## src/rtl/flag_write_scheduler.sv

```systemverilog
// Write-port sequencer for the valid-flag RAM: zero sweep after reset/clear,
// then round-robin service of insert (A) and delete (B) requesters.
module flag_write_scheduler #(
  parameter int SIZE        = 10,
  parameter int BUCKET_SIZE = 1
) (
  input  logic                   clk,
  input  logic                   reset,
  input  logic                   stall_i,
  input  logic                   clear_req_i,
  input  logic                   a_valid_i,
  output logic                   a_ready_o,
  input  logic [SIZE-1:0]        a_adr_i,
  input  logic [BUCKET_SIZE-1:0] a_flags_i,
  input  logic                   b_valid_i,
  output logic                   b_ready_o,
  input  logic [SIZE-1:0]        b_adr_i,
  input  logic [BUCKET_SIZE-1:0] b_flags_i,
  output logic                   write_en_o,
  output logic [SIZE-1:0]        write_adr_o,
  output logic [BUCKET_SIZE-1:0] write_is_valid_o,
  output logic                   busy_o,
  output logic                   done_o
);

  typedef enum logic {SWEEP, SERVE} state_e;

  state_e                 state_q;
  logic [SIZE-1:0]        cnt_q;
  logic                   rr_q;
  logic                   wen_q;
  logic [SIZE-1:0]        wadr_q;
  logic [BUCKET_SIZE-1:0] wflg_q;
  logic                   done_q;

  logic grant_a;
  logic grant_b;
  logic serve_ok;

  // rr_q: 0 favours A, 1 favours B when both are valid
  always_comb begin
    grant_a  = a_valid_i & (~b_valid_i | ~rr_q);
    grant_b  = b_valid_i & (~a_valid_i | rr_q);
    serve_ok = (state_q == SERVE) & ~stall_i & ~clear_req_i;
  end

  assign a_ready_o        = serve_ok & grant_a;
  assign b_ready_o        = serve_ok & grant_b;
  assign busy_o           = (state_q == SWEEP);
  assign write_en_o       = wen_q;
  assign write_adr_o      = wadr_q;
  assign write_is_valid_o = wflg_q;
  assign done_o           = done_q;

  always_ff @(posedge clk) begin
    if (!reset) begin
      state_q <= SWEEP;
      cnt_q   <= '0;
      rr_q    <= 1'b0;
      wen_q   <= 1'b0;
      wadr_q  <= '0;
      wflg_q  <= '0;
      done_q  <= 1'b0;
    end else begin
      wen_q  <= 1'b0;
      done_q <= 1'b0;
      if (!stall_i) begin
        case (state_q)
          SWEEP: begin
            wen_q  <= 1'b1;
            wadr_q <= cnt_q;
            wflg_q <= '0;
            cnt_q  <= cnt_q + 1'b1;
            if (cnt_q == '1) begin
              done_q  <= 1'b1;
              state_q <= SERVE;
            end
          end
          SERVE: begin
            if (clear_req_i) begin
              state_q <= SWEEP;
              cnt_q   <= '0;
            end else if (a_valid_i && grant_a) begin
              wen_q  <= 1'b1;
              wadr_q <= a_adr_i;
              wflg_q <= a_flags_i;
              rr_q   <= 1'b1;
            end else if (b_valid_i && grant_b) begin
              wen_q  <= 1'b1;
              wadr_q <= b_adr_i;
              wflg_q <= b_flags_i;
              rr_q   <= 1'b0;
            end
          end
          default: state_q <= SWEEP;
        endcase
      end
    end
  end

endmodule

```

## config.mk

```make
export PLATFORM = sky130hd
export DESIGN_NAME = flag_write_scheduler
export DESIGN_NICKNAME = d
export VERILOG_FILES = /design/src/rtl/flag_write_scheduler.sv
export SDC_FILE = /design/constraint.sdc
export NUM_CORES = 1
export LEC_CHECK = 0
export ABC_AREA = 0
export CAP_MARGIN = 30
export CORE_UTILIZATION = 46
export CTS_BUF_LIST = sky130_fd_sc_hd__clkbuf_4
export DETAILED_ROUTE_END_ITERATION = 10
export GPL_ROUTABILITY_DRIVEN = 0
export PLACE_DENSITY_LB_ADDON = 0.08
export SETUP_SLACK_MARGIN = 0.02
export SYNTH_ARGS = -nofsm -noshare
export SYNTH_HDL_FRONTEND = slang
export SYNTH_SLANG_ARGS = --single-unit
export TNS_END_PERCENT = 50
```

## constraint.sdc

```tcl
create_clock -name clk -period 3.8 [get_ports clk]
set_clock_uncertainty 0.1 [all_clocks]
set_input_delay 0.38 -clock clk [delete_from_list [all_inputs] [get_ports clk]]
set_output_delay 0.38 -clock clk [all_outputs]
set_load 0.05 [all_outputs]
```

Yosys cells after proc, flatten, opt, wreduce, memory -nomap -nowiden
Cells that the tools add are included.
{ "word_totals": {"reg_bits": 25, "input_bits": 28} }
{ "classes": {"add_sub_neg": 1, "eq_ne": 4, "muxes": 19, "bitwise_logic": 15, "n_reduce_logical": 8} }
{ "ops": {"columns": ["op", "n"], "rows": [
  ["$mux W10", 4],
  ["$pmux W10 S2", 2],
  ["$add A10 B1 Y10 const B", 1],
  ["$eq A10 B10 Y1 const B", 1],
  ["$mux W1", 10],
  ["$not A1 Y1", 7],
  ["$and A1 B1 Y1", 6],
  ["$pmux W1 S2", 3],
  ["$ne A2 B2 Y1 const B", 2],
  ["$reduce_and A4 Y1", 1],
  ["$ne A3 B1 Y1 const B", 1],
  ["$reduce_and A3 Y1", 1],
  ["$reduce_or A3 Y1", 1],
  ["$logic_and A1 B1 Y1", 2],
  ["$or A1 B1 Y1", 2],
  ["$reduce_and A2 Y1", 1],
  ["$reduce_bool A2 Y1", 1],
  ["$reduce_or A2 Y1", 1]
]} }

Longest topological paths before layout
Gate-level depths: netlist of run 1.
{ "depth": {"word_depth": 8, "depth_mapped": 6, "depth_no_buf": 5} }

Least setup slack after synthesis of run 1
No wires, ideal clock.
{ "synth_path": {"path_type": "register -> output", "start": "reg state_q", "end": "out b_ready_o", "t_arrival_ps": 1597, "required_ps": 3320, "path_slack_ps": 1723, "stages_incl_launch_ff": 5, "n_path_buf": 1, "path_cell_list": "dfxtp_1 -> clkbuf_1 -> nor3b_1 -> nand2_1 -> nor2_1"} }
{ "synth_between": {"elab_chain_cells": 3} }
{ "synth_rtl": {"columns": ["element", "line_no", "rtl"], "rows": [
  ["from (decl)", "28", "state_e state_q;"],
  ["from (signal assigned)", "57", "state_q <= SWEEP;"],
  ["from (signal assigned)", "76", "state_q <= SERVE;"],
  ["from (signal assigned)", "81", "state_q <= SWEEP;"],
  ["$and A1 B1 Y1 (2 in series)", "44", "serve_ok = (state_q == SERVE) & ~stall_i & ~clear_req_i;"],
  ["$and A1 B1 Y1", "48", "assign b_ready_o = serve_ok & grant_b;"],
  ["to (decl)", "16", "output logic b_ready_o,"]
]} }
Every way passes these cells.

Worst setup path in the final report of run 1
{ "layout_path": {"start": "in stall_i", "end": "out b_ready_o"} }
{ "layout_between": {"elab_chain_cells": 4} }
{ "layout_rtl": {"columns": ["element", "line_no", "rtl"], "rows": [
  ["from (decl)", "9", "input logic stall_i,"],
  ["$not A1 Y1 (no source line)", null, null],
  ["$and A1 B1 Y1 (2 in series)", "44", null],
  ["$and A1 B1 Y1", "48", null]
]} }
Every way passes these cells.

==> results of run 1 <==
## state kept, by name (all words and copies together) (netlist names)
signal            cells
done_o                1
write_en_o            1
write_is_valid_o      1
cnt_q                10
rr_q                  1
state_q               1
write_adr_o          10
## placed cells by master, fill, tap and decap left out, types with 3 or more instances in the layout
cell type | synthesis | final
and2_1 | 3 | 3
clkbuf_4 | 0 | 4
clkdlybuf4s50_1 | 0 | 43
nand4_1 | 4 | 4
a21oi_1 | 21 | 21
xnor2_1 | 5 | 5
nor2_1 | 18 | 18
nor4_1 | 4 | 4
a21boi_0 | 3 | 3
o21ai_0 | 5 | 5
nor2b_1 | 4 | 4
dfxtp_1 | 25 | 25
nand2_1 | 18 | 18
a22o_1 | 9 | 9
## critical path, stage by stage
cell and delay (ns):
clkdlybuf4s50_1 0.62, nor3b_1 0.42, nand2_1 0.13, nor2_1 0.12
clkdlybuf4s50_1 0.80
## logic make-up (layout without fill, tap and decap cells)
kind of cell             Yosys count  after routing
XOR/XNOR                           6              6
adder cells (fa/ha/maj)            1              1
AND/OR/NAND/NOR                   63             63
multiplexers                       1              1
AO/OA/AOI/OAI                     45             45
flip-flops                        25             25
buffers and inverters             12             49
## worst paths after layout
| kind | start | endpoint | slack [ns] | depth (start not counted) |
|---|---|---|---|---|
| min reg2reg | write_is_valid_o | write_is_valid_o | 0.39 | 1 |
| max | stall_i | b_ready_o | 0.84 | 5 |
| max reg2reg | state_q | write_adr_o[6] | 1.87 | 3 |
| min | write_is_valid_o | write_is_valid_o | 0.39 | 1 |
## per-stage QoR
stage               hold slack, ns  instances
floorplan                    0.372        153
global placement             0.364        216
detailed placement           0.364        216
CTS                          0.401        220
global route                 0.409        220
finish                       0.394        220
## power by group
group / leakage, nW / switching [mW] / internal (mW)
combinational: 0.389 / 0.0287 / 0.0356
clock: 0.0184 / 0.0742 / 0.0481
sequential: 0.202 / 0.00290 / 0.265
## cell type report
cell class	count	share of cell area [%]
clock buffer	4	1.79
timing repair buffer	44	26.1
sequential	25	29.8
multi-input combinational	116	39.9
tap	30	2.23
inverter	1	0.223
## routing by layer
| metal | share of wire (%) | global-route usage (%) | vias to the layer above |
|---|---|---|---|
| li1 | - | - | 611 |
| met5 | 0 | 0 | - |
| met2 | 46 | 39.6 | 47 |
| met1 | 45 | 28.9 | 556 |
| met3 | 6.9 | 3.67 | 4 |
| met4 | 1.2 | 7.89 | 0 |
==> results.sh, run 1 <==
export IMPL_status="finished clean"
export IMPL_cts_buffer_depth=2
export IMPL_dp_hpwl_um=2310
export IMPL_core_area_mm2=0.00250
export IMPL_peakVddDrop_mv=0.200
export IMPL_wl_per_cell_um=14.1
export IMPL_htreeDepth=1
export IMPL_synth_top_area_share_pct=40.8
export IMPL_root_buffer="clkbuf_4"
export IMPL_gr_total_overflow=0
export IMPL_drv_cap=0
export IMPL_cp_end_kind="output port"
export IMPL_syn_avg_cell_area_um2=8.02
export IMPL_synth_top_family_by_area="simple AND/OR/NAND/NOR gates"
export IMPL_routed_wl_um=3100
export IMPL_ctsHoldBuffers=0
export IMPL_drtIter0Drc=20
export IMPL_yosys_warnings=0
export IMPL_synthTopCellsByCount="dfxtp_1 (25), a21oi_1 (21), nand2_1 (18), nor2_1 (18), a22o_1 (9)"
export IMPL_grt_pass1_wl_um=4750
export IMPL_yosys_area_share_simple_pct=24.9
export IMPL_drive_above_1_share_pct=4.74
export IMPL_cts_tree="built"
export IMPL_hold_path_class="reg2reg"
export IMPL_cts_made_buffers=3
export IMPL_synthFlopType="dfxtp_1"
export IMPL_ff_latch_area_um2=500
export IMPL_fill_cells=234
export IMPL_place_ws_ns=0.864
export IMPL_utilization_pct=67.2
export IMPL_arrival_ns=2.48
export IMPL_placed_area_mm2=0.00165
export IMPL_port_buffers=43
export IMPL_via_count=1218
export IMPL_min_period_ns=2.96
export IMPL_seq_area_frac_synth_pct=40.8
export IMPL_netlist_top_cell_by_area="dfxtp_1"
export IMPL_min_period_over_period_pct=77.9
export IMPL_synthCells=153
export IMPL_multi_input_area_um2=671
export IMPL_rows=18
export IMPL_netlist_area_mm2=0.00123
export IMPL_fin_nets=220
export IMPL_postCtsResizedCells=0
export IMPL_antenna_found_initial=0
export IMPL_synth_most_common_cell="dfxtp_1"
export IMPL_max_freq_mhz=338
export IMPL_globalRouteTotalUtil_pct=23.0
export IMPL_slew_viol_final=0
export IMPL_drc=0
export IMPL_slew_headroom_pct=47.4
export IMPL_setup_violations=0
export IMPL_synthMuxAreaShare_pct=0.815
export IMPL_pin_count=44
export IMPL_netlist_top_cells_area="dfxtp_1 (41%), a21oi_1 (8.6%), a22o_1 (6.4%)"
export IMPL_synth_compound_area_share_pct=23.6
export IMPL_area_growth_pct=36.9
export IMPL_p_per_area_mw_per_mm2=271
export IMPL_crit_path_max_fanout=15
export IMPL_clock_sinks=25
export IMPL_clock_latency_ns=0.31
export IMPL_synth_edf_count=0
export IMPL_initial_core_util_pct=49.1
export IMPL_routed_via_density=5.54
export IMPL_synthAdderAreaFrac_pct=1.02
export IMPL_p_leak_nw=0.610
export IMPL_rsz0062_at_grt="no"
export IMPL_n_antenna_cell=0
export IMPL_path_clk_slew_ns=0.13
export IMPL_cp_start_kind="primary input"
export IMPL_fin_area_mm2=0.00168
export IMPL_tns_ns=0
export IMPL_syn_nets=182
export IMPL_crit_type="in2out"
export IMPL_grt_max_degree=21
export IMPL_crit_required_ns=3.32
export IMPL_die_y_um=53.7
export IMPL_max_slew_worst_pin_slew_ns=0.787
export IMPL_die_area_mm2=0.00288
export IMPL_synth_async_reset_ratio_pct=0
export IMPL_die_w_um=53.7
export IMPL_fin_ws_ns=0.838
export IMPL_synth_xor_area_share_pct=4.28
export IMPL_yosys_register_bits=25
export IMPL_ant_nets=0
export IMPL_drt_pre_antenna_iters=4
export IMPL_grt_pass1_vias=1114
export IMPL_post_cts_setup_buffers=0
export IMPL_hold_viol_final=0
export IMPL_synth_cell_type_count=34
export IMPL_p_total_mw=0.455
No activity file was read; power rests on OpenSTA's default activity.
==> inputs of run 2 (changes only) <==
==> constraint.sdc (replaced) <==
create_clock -name clk -period 2.9 [get_ports clk]
set_clock_uncertainty 0.1 [all_clocks]
set_input_delay 0.29 -clock clk [delete_from_list [all_inputs] [get_ports clk]]
set_output_delay 0.29 -clock clk [all_outputs]
set_load 0.05 [all_outputs]
==> results.sh, run 2 (same netlist as run 1, synthesis figures left out) <==
export IMPL_cts_buffer_depth=2
export IMPL_max_freq_mhz=397
export IMPL_cp_start_kind="register"
export IMPL_die_area_mm2=0.00288
export IMPL_grt_pass1_wl_um=4850
export IMPL_rows=18
export IMPL_antenna_found_initial=0
export IMPL_n_antenna_cell=0
export IMPL_post_cts_setup_buffers=0
export IMPL_initial_core_util_pct=49.1
export IMPL_drive_above_1_share_pct=5.79
export IMPL_fill_cells=214
export IMPL_htreeDepth=1
export IMPL_path_clk_slew_ns=0.14
export IMPL_arrival_ns=2.13
export IMPL_clock_sinks=25
export IMPL_place_ws_ns=0.738
export IMPL_pin_count=44
export IMPL_area_growth_pct=37.5
export IMPL_cts_tree="built"
export IMPL_final_common_cell="clkdlybuf4s50_1"
export IMPL_max_slew_worst_pin_slew_ns=0.769
export IMPL_slew_viol_final=0
export IMPL_hold_viol_final=0
export IMPL_tns_ns=0
export IMPL_globalRouteTotalUtil_pct=23.1
export IMPL_ctsHoldBuffers=0
export IMPL_routed_via_density=5.57
export IMPL_drc=0
export IMPL_postCtsResizedCells=0
export IMPL_p_total_mw=0.598
export IMPL_cp_end_kind="output port"
export IMPL_die_y_um=53.7
export IMPL_slew_headroom_pct=48.6
export IMPL_status="finished clean"
export IMPL_peakVddDrop_mv=0.261
export IMPL_clock_latency_ns=0.31
export IMPL_grt_max_degree=21
export IMPL_grt_pass1_vias=1144
export IMPL_port_buffers=43
export IMPL_min_period_over_period_pct=86.8
export IMPL_drv_cap=0
export IMPL_p_per_area_mw_per_mm2=354
export IMPL_placed_area_mm2=0.00166
export IMPL_fin_nets=220
export IMPL_drtIter0Drc=18
export IMPL_via_count=1225
export IMPL_crit_path_max_fanout=20
export IMPL_dp_hpwl_um=2330
export IMPL_core_area_mm2=0.00250
export IMPL_root_buffer="clkbuf_4"
export IMPL_ant_nets=0
export IMPL_p_leak_nw=0.617
export IMPL_setup_violations=0
export IMPL_fin_ws_ns=0.383
export IMPL_utilization_pct=67.5
export IMPL_die_w_um=53.7
export IMPL_routed_wl_um=3100
export IMPL_crit_type="reg2out"
export IMPL_final_cell_mix="clkdlybuf4s50_1 (41), dfxtp_1 (25), a21oi_1 (21), nand2_1 (18), nor2_1 (18)"
export IMPL_hold_path_class="reg2reg"
export IMPL_min_period_ns=2.52
export IMPL_wl_per_cell_um=14.1
export IMPL_crit_required_ns=2.51
export IMPL_rsz0062_at_grt="no"
export IMPL_fin_area_mm2=0.00169
export IMPL_gr_total_overflow=0
export IMPL_cts_made_buffers=3
export IMPL_drt_pre_antenna_iters=4
==> run 2: worst max-delay path: stages, from the launching register on <==
cell and delay, ns:
dfxtp_1 0.70, inv_1 0.33, clkdlybuf4s50_1 0.78
==> run 2: report_power, final <==
group	switching (mW)	total [mW]	leakage, nW	internal (mW)
Combinational	0.0382	0.0851	0.396	0.0469
Clock	0.0981	0.161	0.0184	0.0630
Sequential	0.00412	0.352	0.202	0.348
Total	0.140	0.598	0.617	0.458
==> run 2: final cells by class <==
type / instances / area [um^2] / area share, %
Timing Repair Buffer: 44 / 445 / 26.4
Sequential cell: 25 / 500 / 29.7
Clock buffer: 4 / 30.0 / 1.78
Tap cell: 30 / 37.5 / 2.22
Inverter: 1 / 3.75 / 0.222
Multi-Input combinational cell: 116 / 671 / 39.7
==> run 2: through the flow <==
step	instances	hold WS [ns]
2_1_floorplan	153	0.312
5_1_grt	220	0.421
4_1_cts	220	0.396
3_3_place_gp	216	0.355
3_5_place_dp	216	0.364
6_report	220	0.394
==> run 2: final timing paths <==
check                 start        endpoint  slack, ns  depth (start not counted)
max                 state_q          busy_o       0.38                          2
min          write_adr_o[8]  write_adr_o[8]       0.39                          1
max reg2reg         state_q  write_adr_o[1]       0.99                          3
min reg2reg  write_adr_o[8]  write_adr_o[8]       0.39                          1
==> run 2: per-layer routing <==
metal / track usage, % / up-vias / routed length, um
li1: - / 611 / -
met1: 31.3 / 557 / 1410
met2: 36.7 / 53 / 1420
met3: 3.11 / 4 / 240
met4: 9.21 / 0 / 29
met5: 0 / - / 0
==> inputs of run 3 (changes only) <==
--- a/config.mk
+++ b/config.mk
@@ -16,4 +16,3 @@
 export SYNTH_ARGS = -nofsm -noshare
 export SYNTH_HDL_FRONTEND = slang
 export SYNTH_SLANG_ARGS = --single-unit
-export TNS_END_PERCENT = 50
==> results of run 3 <==
The final DEF is identical to that of run 2; final timing and power are the same.
